## config.mk

```make
export PLATFORM = sky130hd
export DESIGN_NAME = uart_hex_display
export DESIGN_NICKNAME = d
export VERILOG_FILES = /design/src/rtl/uart_hex_display_pkg.sv /design/src/rtl/uart_hex_display_hex_to_seg7.sv /design/src/rtl/uart_hex_display.sv
export SDC_FILE = /design/constraint.sdc
export NUM_CORES = 1
export LEC_CHECK = 0
export ABC_AREA = 1
export CAP_MARGIN = 15
export CORE_MARGIN = 2
export CORE_UTILIZATION = 47
export CTS_CLUSTER_SIZE = 28
export DETAILED_ROUTE_END_ITERATION = 10
export PLACE_DENSITY = 0.83
export REMOVE_ABC_BUFFERS = 1
export SYNTH_ARGS = -nofsm -noshare
export SYNTH_HDL_FRONTEND = slang
export SYNTH_SLANG_ARGS = --single-unit
```

## constraint.sdc

```tcl
create_clock -name i_Clk -period 2.86 [get_ports i_Clk]
set_input_delay 0.286 -clock i_Clk [delete_from_list [all_inputs] [get_ports i_Clk]]
set_output_delay 0.286 -clock i_Clk [all_outputs]
set_load 0.005 [all_outputs]
```

## src/rtl/uart_hex_display_pkg.sv

```systemverilog
// Shared constants, glyph table and ASCII helper for the UART hex display.
package uart_hex_display_pkg;

  localparam logic [7:0] ASCII_CR = 8'h0D;
  localparam logic [7:0] ASCII_BS = 8'h08;
  localparam logic [7:0] ASCII_0  = 8'h30;
  localparam logic [7:0] ASCII_9  = 8'h39;
  localparam logic [7:0] ASCII_UA = 8'h41;
  localparam logic [7:0] ASCII_UF = 8'h46;
  localparam logic [7:0] ASCII_LA = 8'h61;
  localparam logic [7:0] ASCII_LF = 8'h66;

  typedef enum logic {
    MODE_RAW   = 1'b0,
    MODE_ASCII = 1'b1
  } mode_e;

  // Active-high glyphs ordered {G,F,E,D,C,B,A}; 'b' and 'd' are lowercase.
  localparam logic [6:0] SEG_TABLE [16] = '{
    7'h3F, 7'h06, 7'h5B, 7'h4F, 7'h66, 7'h6D, 7'h7D, 7'h07,
    7'h7F, 7'h6F, 7'h77, 7'h7C, 7'h39, 7'h5E, 7'h79, 7'h71
  };

  // Returns {valid, nibble}; valid is 0 for any non-hex character.
  function automatic logic [4:0] ascii_to_nibble(input logic [7:0] c);
    logic [7:0] d;
    if (c >= ASCII_0 && c <= ASCII_9) begin
      d = c - ASCII_0;
      return {1'b1, d[3:0]};
    end
    if (c >= ASCII_UA && c <= ASCII_UF) begin
      d = c - ASCII_UA + 8'd10;
      return {1'b1, d[3:0]};
    end
    if (c >= ASCII_LA && c <= ASCII_LF) begin
      d = c - ASCII_LA + 8'd10;
      return {1'b1, d[3:0]};
    end
    return 5'b0;
  endfunction

endpackage

```

## src/rtl/uart_hex_display_hex_to_seg7.sv

```systemverilog
// Registered single-digit hex to 7-segment decoder with blanking.
module hex_to_seg7
  import uart_hex_display_pkg::*;
#(
  parameter bit ACTIVE_LOW = 1'b1
) (
  input  logic       clk,
  input  logic       rst,
  input  logic [3:0] digit,
  input  logic       blank,
  output logic [6:0] seg
);

  localparam logic [6:0] SEG_OFF = ACTIVE_LOW ? 7'h7F : 7'h00;

  logic [6:0] glyph;
  logic [6:0] seg_p2;

  assign glyph = blank ? 7'h00 : SEG_TABLE[digit];

  // stage p2: registered segment drive
  always_ff @(posedge clk) begin
    if (rst) begin
      seg_p2 <= SEG_OFF;
    end else begin
      seg_p2 <= ACTIVE_LOW ? ~glyph : glyph;
    end
  end

  assign seg = seg_p2;

endmodule

```

## src/rtl/uart_hex_display.sv

```systemverilog
// N-digit hex display fed by UART_RX bytes (raw or ASCII entry with CR/BS editing).
// Optional echo to UART_TX is compiled in with UART_HEX_DISPLAY_ECHO_EN.
module uart_hex_display
  import uart_hex_display_pkg::*;
#(
  parameter int NUM_DIGITS = 2,
  parameter bit ACTIVE_LOW = 1'b1
) (
  input  logic                            i_Clk,
  input  logic                            i_Rst,
  input  logic                            i_RX_DV,
  input  logic [7:0]                      i_RX_Byte,
  input  logic                            i_Mode,
  input  logic                            i_TX_Active,
  output logic                            o_TX_DV,
  output logic [7:0]                      o_TX_Byte,
  output logic                            o_Echo_Ovf,
  output logic [4*NUM_DIGITS-1:0]         o_Value,
  output logic [$clog2(NUM_DIGITS+1)-1:0] o_Count,
  output logic [7*NUM_DIGITS-1:0]         o_Segments
);

  localparam int VW = 4 * NUM_DIGITS;
  localparam int CW = $clog2(NUM_DIGITS + 1);

  function automatic logic [CW-1:0] sat_inc(input logic [CW-1:0] c, input int inc);
    int s;
    s = int'(c) + inc;
    if (s > NUM_DIGITS) s = NUM_DIGITS;
    return CW'(s);
  endfunction

  logic [VW-1:0] value_p1, value_nxt, byte_ext, nib_ext;
  logic [CW-1:0] count_p1, count_nxt;
  logic [4:0]    nib;
  logic          echo_acc;

  assign nib = ascii_to_nibble(i_RX_Byte);

  always_comb begin
    value_nxt = value_p1;
    count_nxt = count_p1;
    echo_acc  = 1'b0;
    byte_ext  = '0;
    nib_ext   = '0;
    byte_ext[7:0] = i_RX_Byte;
    nib_ext[3:0]  = nib[3:0];
    if (i_RX_DV) begin
      if (mode_e'(i_Mode) == MODE_RAW) begin
        value_nxt = (value_p1 << 8) | byte_ext;
        count_nxt = sat_inc(count_p1, 2);
      end else if (nib[4]) begin
        value_nxt = (value_p1 << 4) | nib_ext;
        count_nxt = sat_inc(count_p1, 1);
        echo_acc  = 1'b1;
      end else if (i_RX_Byte == ASCII_CR) begin
        value_nxt = '0;
        count_nxt = '0;
        echo_acc  = 1'b1;
      end else if (i_RX_Byte == ASCII_BS) begin
        echo_acc = 1'b1;
        if (count_p1 != '0) begin
          value_nxt = value_p1 >> 4;
          count_nxt = count_p1 - CW'(1);
        end
      end
    end
  end

  // stage p1: digit register and valid-digit count
  always_ff @(posedge i_Clk) begin
    if (i_Rst) begin
      value_p1 <= '0;
      count_p1 <= '0;
    end else begin
      value_p1 <= value_nxt;
      count_p1 <= count_nxt;
    end
  end

  assign o_Value = value_p1;
  assign o_Count = count_p1;

  for (genvar k = 0; k < NUM_DIGITS; k++) begin : g_digit
    hex_to_seg7 #(.ACTIVE_LOW(ACTIVE_LOW)) u_seg (
      .clk   (i_Clk),
      .rst   (i_Rst),
      .digit (value_p1[4*k +: 4]),
      .blank (int'(count_p1) <= k),
      .seg   (o_Segments[7*k +: 7])
    );
  end

`ifdef UART_HEX_DISPLAY_ECHO_EN
  logic       buf_full_p1;
  logic [7:0] buf_byte_p1;
  logic       tx_dv_p2;
  logic [7:0] tx_byte_p2;
  logic       ovf_p1;

  // stage p1 -> p2: one-entry echo buffer drained when the transmitter is idle
  always_ff @(posedge i_Clk) begin
    if (i_Rst) begin
      buf_full_p1 <= 1'b0;
      tx_dv_p2    <= 1'b0;
      tx_byte_p2  <= 8'h00;
      ovf_p1      <= 1'b0;
    end else begin
      tx_dv_p2 <= 1'b0;
      if (buf_full_p1 && !i_TX_Active) begin
        tx_dv_p2    <= 1'b1;
        tx_byte_p2  <= buf_byte_p1;
        buf_full_p1 <= 1'b0;
      end
      if (echo_acc) begin
        if (i_RX_Byte == ASCII_CR) ovf_p1 <= 1'b0;
        // A drop sets the flag after any CR clear, so set wins.
        if (buf_full_p1) begin
          ovf_p1 <= 1'b1;
        end else begin
          buf_full_p1 <= 1'b1;
          buf_byte_p1 <= i_RX_Byte;
        end
      end
    end
  end

  assign o_TX_DV    = tx_dv_p2;
  assign o_TX_Byte  = tx_byte_p2;
  assign o_Echo_Ovf = ovf_p1;
`else
  logic unused_echo;
  assign unused_echo = ^{i_TX_Active, echo_acc};
  assign o_TX_DV     = 1'b0;
  assign o_TX_Byte   = 8'h00;
  assign o_Echo_Ovf  = 1'b0;
`endif

endmodule

```

==> summary.md <==
| Metric | Value |
|---|---|
| Outcome | `completed` |
| Worst slack, placed | `0.565 ns` |
| Most common cell in the synthesized netlist | `nand2_1` |
| Setup TNS | `0 ns` |
| Share of synthesized registers carrying an async set or reset | `0%` |
| Gr busiest metal | `met2` |
| Top_reg_cell synth | `dfxtp_1` |
| Dominant cells by area after synthesis | `dfxtp_1 28%, nand2_1 13%, ha_1 12%` |
| Gpl congestion | `0.912` |
| Layout Nets | `317` |
| Worst Setup Slack, final | `0.882 ns` |
| Starting Density | `50.3%` |
| Worst path max stage delay | `0.54 ns` |
| Critical-path maximum fanout | `11` |
| RSZ-0062 raised after global routing | `false` |
| Largest net degree at the start of global routing | `16` |
| Setup CP Type | `in2reg` |
| Switch share | `31.1%` |
| Clk_lat worst skew | `0.31 ns` |
| Clock network power share | `19.6%` |
| Vias in the first global route | `1434` |
| Distinct cell type count after synthesis | `28` |
| Most used cell along the critical path | `nand2_1` |
| Chip Height | `64.4 µm` |
| Boundary Pins | `47` |
| Switching pwr | `0.000227 W` |
| Maximum clock insertion buffer count | `2` |
| Fin util | `60.9%` |
| Commonest cells in the netlist | `60 x nand2_1, 32 x nor2_1, 24 x dfxtp_1, 22 x inv_1, 22 x nand3_1` |
| Detailed placement HPWL | `2750 µm` |
| Power Dens Cells | `351 mW/mm²` |
| Rows | `21` |
| Initial antenna violation count | `0` |
| Worst hold endpoint | `o_Value[1]` |
| Total GRT Usage | `17.5%` |
| CTS resizes | `0` |
| ANT cells | `0` |
| Worst setup SP type | `input pin` |
| Slew HR | `51.5%` |
| R2R Path Start | `o_Count[1]` |
| DRC viols | `0` |
| H-tree level count | `1` |
| Leakage power total | `0.915 nW` |
| Drt wl/cell | `10.4 µm` |
| Fin crit period | `1.98 ns` |
| Setup Viol. Count Final | `0` |
| Worst path cell trace | `clkdlybuf4s50_1 > inv_1 > ha_1 > nand3_1 > nand3_2 > nand2_2 > nor2_1 > nor2_4 > nand2_1 > nand2_1 > nand2_1 > nor2_1` |
| Core outline area | `0.00342 mm²` |
| Hold-critical path depth | `2` |
| Wirelength, routed | `3450 µm` |
| Sequential fraction of the synthesis area | `28.0%` |
| Flop2flop setup slack | `1.16 ns` |
| Reg2reg path depth | `13` |
| Yosys reg bits | `24` |
| F_max | `506 MHz` |
| Final max-slew violation count | `0` |
| Total congestion overflow | `0` |
| Slowest cell on the critical path | `clkdlybuf4s50_1` |
| Vias post-DR | `1673` |
| Top-area cell type share of the netlist area | `28.0%` |
| Post-route ant nets | `0` |
| Share of layout cells above drive strength 1 | `6.32%` |
| Routing usage on met3 | `1.56%` |
| Setup bufs post-CTS | `0` |
| Hold Path Class | `reg2reg` |
| Number of flops mapped to enable cells by yosys | `0` |
| Combinational power share | `28.7%` |
| Worst Max-Slew Pin Slew | `0.722 ns` |
| Arr. time, crit path | `2.24 ns` |
| Max Cap Violations | `0` |
| Worst VDD drop | `0.000128 V` |
| Final Hold Vio Count | `0` |
| CP bufs+invs | `2` |
| Syn-to-layout area delta | `21.1%` |
| TritonRoute pass-1 iters | `4` |
| Crit path max-delay family | `simple AND/OR/NAND/NOR gates` |
| HP Start | `o_Value[1]` |
| Syn Std Cell Area | `0.00172 mm²` |
| Cell internal pwr | `0.000504 W` |
| Initial detailed-routing violation count | `96` |
| Clk sinks | `24` |
| Port bufs | `35` |
| Critical path endpoint category | `register` |
| Critical Path RT | `3.12 ns` |
| Register share of total power | `51.7%` |
| Chip width | `64.4 µm` |
| Root Buffer | `clkbuf_4` |
| First-pass GRT wire length | `5890 µm` |
| Synth Instances | `253` |
| Routed vias/inst | `5.05` |
| GR Util met2 | `30.6%` |
| Clock skew | `0.0151 ns` |
| Hold-fix buffers, CTS | `0` |
| Synth warn | `0` |
| TritonCTS buffer count | `3` |
| Syn avg cell area | `6.79 µm²` |
| Period utilisation layout | `69.2%` |
| CTS tree | `built` |
| Clk slew on worst S/H paths | `0.13 ns` |
| Die ar. | `0.00415 mm²` |
| Worst R2R End | `o_Count[0]` |
| M1 GR Usage | `22.5%` |
| Post-synth top area cell | `dfxtp_1` |
[worst reg2reg max path, cell delays in order, from the launching register on]
cell and delay [ns]:
dfxtp_1 0.39, inv_1 0.10, ha_1 0.22, inv_1 0.11, nand2_1 0.06, nor2_1 0.08
nand2_1 0.06, nand3_1 0.06, nor2_1 0.08, nor2_4 0.19, nand2_1 0.10, nand2_1 0.07
nand2_1 0.04, nor2_1 0.08
[worst max path at each step]
stage / start / to / cells past startpoint
after floorplan: i_RX_Byte[1] / o_Count[0] / 11
after global placement: i_RX_Byte[0] / o_Count[0] / 11
after detailed placement: i_RX_Byte[0] / o_Count[0] / 11
final: i_RX_Byte[0] / o_Count[0] / 12
after global routing: i_RX_Byte[0] / o_Value[0] / 11
after CTS: i_RX_Byte[0] / o_Value[3] / 11
[cell usage in the layout (no fill, tap or decap), drive strengths merged, types with 2 or more instances in the layout]
master and n:
clkdlybuf4s50 35, nand4 2, conb 10, inv 25, o211ai 5, nand3 24
dfxtp 24, a31oi 2, clkbuf 3, o21ai 19, nand2 65, o2111ai 2
a21oi 11, ha 17, nor2 35, nor3 2
[registers in the layout (all words and copies together), names as in the netlist]
| register | count |
|---|---|
| o_Value | 8 |
| g_digit.u_seg.seg | 14 |
| o_Count | 2 |
[cell type report]
type	instances	area (µm²)
Tap cell	46	57.6
Inverter	26	100
Clock buffer	3	22.5
Sequential cell	24	480
Multi-Input combinational cell	197	1070
Timing Repair Buffer	35	350
Fill cell	327	1340
[kinds of logic after synthesis]
logic type / count (synthesis) / synth area share (%)
DFF: 24 / 28.0
and+or+nand+nor: 129 / 33.7
adders and majority gates: 17 / 12.4
AOI/OAI and AO/OA: 41 / 13.9
other: 1 / 0.218
buffers and inverters: 41 / 11.7
[metal layers]
layer  up-vias  wire length, µm  part of all wire [%]
met5         -                0                     0
met1       743             1650                    48
met4         0               34                  0.98
met3         2              165                   4.8
met2        52             1610                    47
li1        876                -                     -
[through the flow]
| stage | power (W) | cell area (µm²) | hold slack, ns | cells |
|---|---|---|---|---|
| global placement | 0.000590 | 2060 | 0.526 | 328 |
| global route | 0.000782 | 2080 | 0.564 | 331 |
| floorplan | 0.000501 | 1650 | 0.348 | 247 |
| finish | 0.000730 | 2080 | 0.540 | 331 |
| CTS | 0.000734 | 2080 | 0.549 | 331 |
| detailed placement | 0.000594 | 2060 | 0.531 | 328 |
[power by group through the flow]
stage	Clock [W]	Sequential, W	Combinational, W
6_report	0.000143	0.000378	0.000209
5_1_grt	0.000164	0.000381	0.000237
4_1_cts	0.000147	0.000377	0.000210
3_5_place_dp	0	0.000385	0.000209
3_3_place_gp	0	0.000385	0.000206
2_1_floorplan	0	0.000384	0.000117
No activity file was read; power rests on OpenSTA's default activity.
==> edit, RTL diff (same settings) <==
`ACTIVE_LOW` is set to 1'b1 in 2 places; all go to 1'b0.
--- a/src/rtl/uart_hex_display_hex_to_seg7.sv
+++ b/src/rtl/uart_hex_display_hex_to_seg7.sv
@@ -3,5 +3,5 @@
   import uart_hex_display_pkg::*;
 #(
-  parameter bit ACTIVE_LOW = 1'b1
+  parameter bit ACTIVE_LOW = 1'b0
 ) (
   input  logic       clk,
--- a/src/rtl/uart_hex_display.sv
+++ b/src/rtl/uart_hex_display.sv
@@ -5,5 +5,5 @@
 #(
   parameter int NUM_DIGITS = 2,
-  parameter bit ACTIVE_LOW = 1'b1
+  parameter bit ACTIVE_LOW = 1'b0
 ) (
   input  logic                            i_Clk,
Function: changed (a bounded check fails within 4 cycles, from zero or initial values and one cycle with i_Rst high).
==> edit against the original RTL <==
Maximum frequency is 2.5% higher. Via count is 1.6% lower. Sequential cell count stayed put. Wire length is 2.7% higher. Setup slack better by 0.048 ns. Register-to-register slack worse by 0.15 ns. Synthesized area is 0.66% lower. First-iteration DRC count is 20% higher. Count of clock-buffer cells in the layout stayed put. Die area is 0.62% lower. Sequential power hardly changed. Power is 15% higher. Design area is 0.84% higher. Highest routed layer unchanged.
==> edit: results <==
group,metric,value,unit
yosys,synthTopCellsByCount,"42 x nand2_1, 32 x inv_1, 30 x nor2_1",
setup_path,endpoint,"o_Count[1]$_SDFFE_PP0P_",
yosys,synth-warning-count,0,
setup_path,rr_endpoint,"o_Value[0]$_SDFFE_PP0P_",
hold_path,min_to,"o_Value[3]$_SDFFE_PP0P_",
drt,dr.pass1.iters,5,
setup_path,ff2ff_path_depth,10,
global_routing,grt_max_degree,15,
global_routing,grt_pass1_vias,1363,
hold_path,hold_start,"o_Value[3]$_SDFFE_PP0P_",
yosys,ys_seq_area_frac,0.282,
drt,wl_per_cell,10.8,um
placement,routabilityCongestion,0.881,
setup_path,critPathMaxFanout,6,
setup_path,cp.arrival,2.16,ns
setup_path,slowest_delay,0.56,ns
outcome,run_status,"completed",
setup_path,crit_family,"buffers and inverters",
pwr,irDropWorstVdd,0.283,mV
final_layout,drive_gt1_frac,0.0747,
pwr,p_leak,0.000967,uW
yosys,yosys.cell_types.count,24,
global_routing,grt_usage,0.177,
drt,first_iter_violations,115,
sta,finClkSkew,0.00843,ns
placement,dpl.hpwl,2.73,mm
setup_path,reg2reg_from,"o_Count[0]$_SDFFE_PP0P_",
sta,slew_headroom,0.671,
setup_path,reg2reg_slack,1.01,ns
yosys,synth.area.top_cells,"dfxtp_1 28%, ha_1 15%, nand2_1 9.2%",
sta,worst_hold_slack,0.562,ns
global_routing,grt_pass1_wl,5.93,mm
## edit: cell types whose count changed after synthesis, moves of 4 or more
cell and delta:
o22ai_1 +4, o211ai_1 -5, ha_1 +4, a21oi_1 +8, nand3_1 -10, nor2_2 +5, inv_1 +10, o21ai_0 +4
nand2_1 -18
## edit: where the power goes
group	leakage, uW	total [uW]	internal (uW)	switching, uW
logic	0.000742	213	99.7	114
registers	0.000197	379	357	22.0
clock network	0.0000279	247	142	105
## edit: worst register-to-register path: stages (launching register included)
cell and delay [ns]:
dfxtp_1 0.41, inv_1 0.11, ha_1 0.23, nor3_1 0.17, nand3_1 0.09, nand2_1 0.09
nor2_2 0.06, nor2_4 0.25, inv_2 0.14, a21oi_1 0.16, nor2_1 0.05
## edit: cell type report
type	count	area, um^2	share of cell area
Clock buffer	3	22.5	0.0107
Timing Repair Buffer	35	350	0.167
Clock inverter	1	30.0	0.0143
Inverter	36	135	0.0644
Tap cell	46	57.6	0.0274
Multi-Input combinational cell	182	1020	0.487
Sequential cell	24	480	0.229
## edit: logic make-up after synthesis
family,after synthesis,share of synthesized area
AO/OA/AOI/OAI,50,0.157
flip-flops,24,0.282
adder cells (fa/ha/maj),21,0.154
AND/OR/NAND/NOR,101,0.266
buffers and inverters,50,0.139
other,1,0.00220
## edit: metal layers
metal	wire length (um)	vias to the layer above	global-route usage
li1	-	840	-
met3	273	2	0.0335
met5	0	-	0
met1	1520	729	0.225
met2	1730	76	0.311
met4	23	0	0.0346
## edit: stage by stage
| stage | area, um^2 | cells | worst slack (ns) |
|---|---|---|---|
| floorplan | 1640 | 242 | 1.29 |
| global placement | 2040 | 323 | 0.627 |
| detailed placement | 2040 | 323 | 0.617 |
| CTS | 2100 | 327 | 0.964 |
| global route | 2100 | 327 | 0.772 |
| finish | 2100 | 327 | 0.930 |
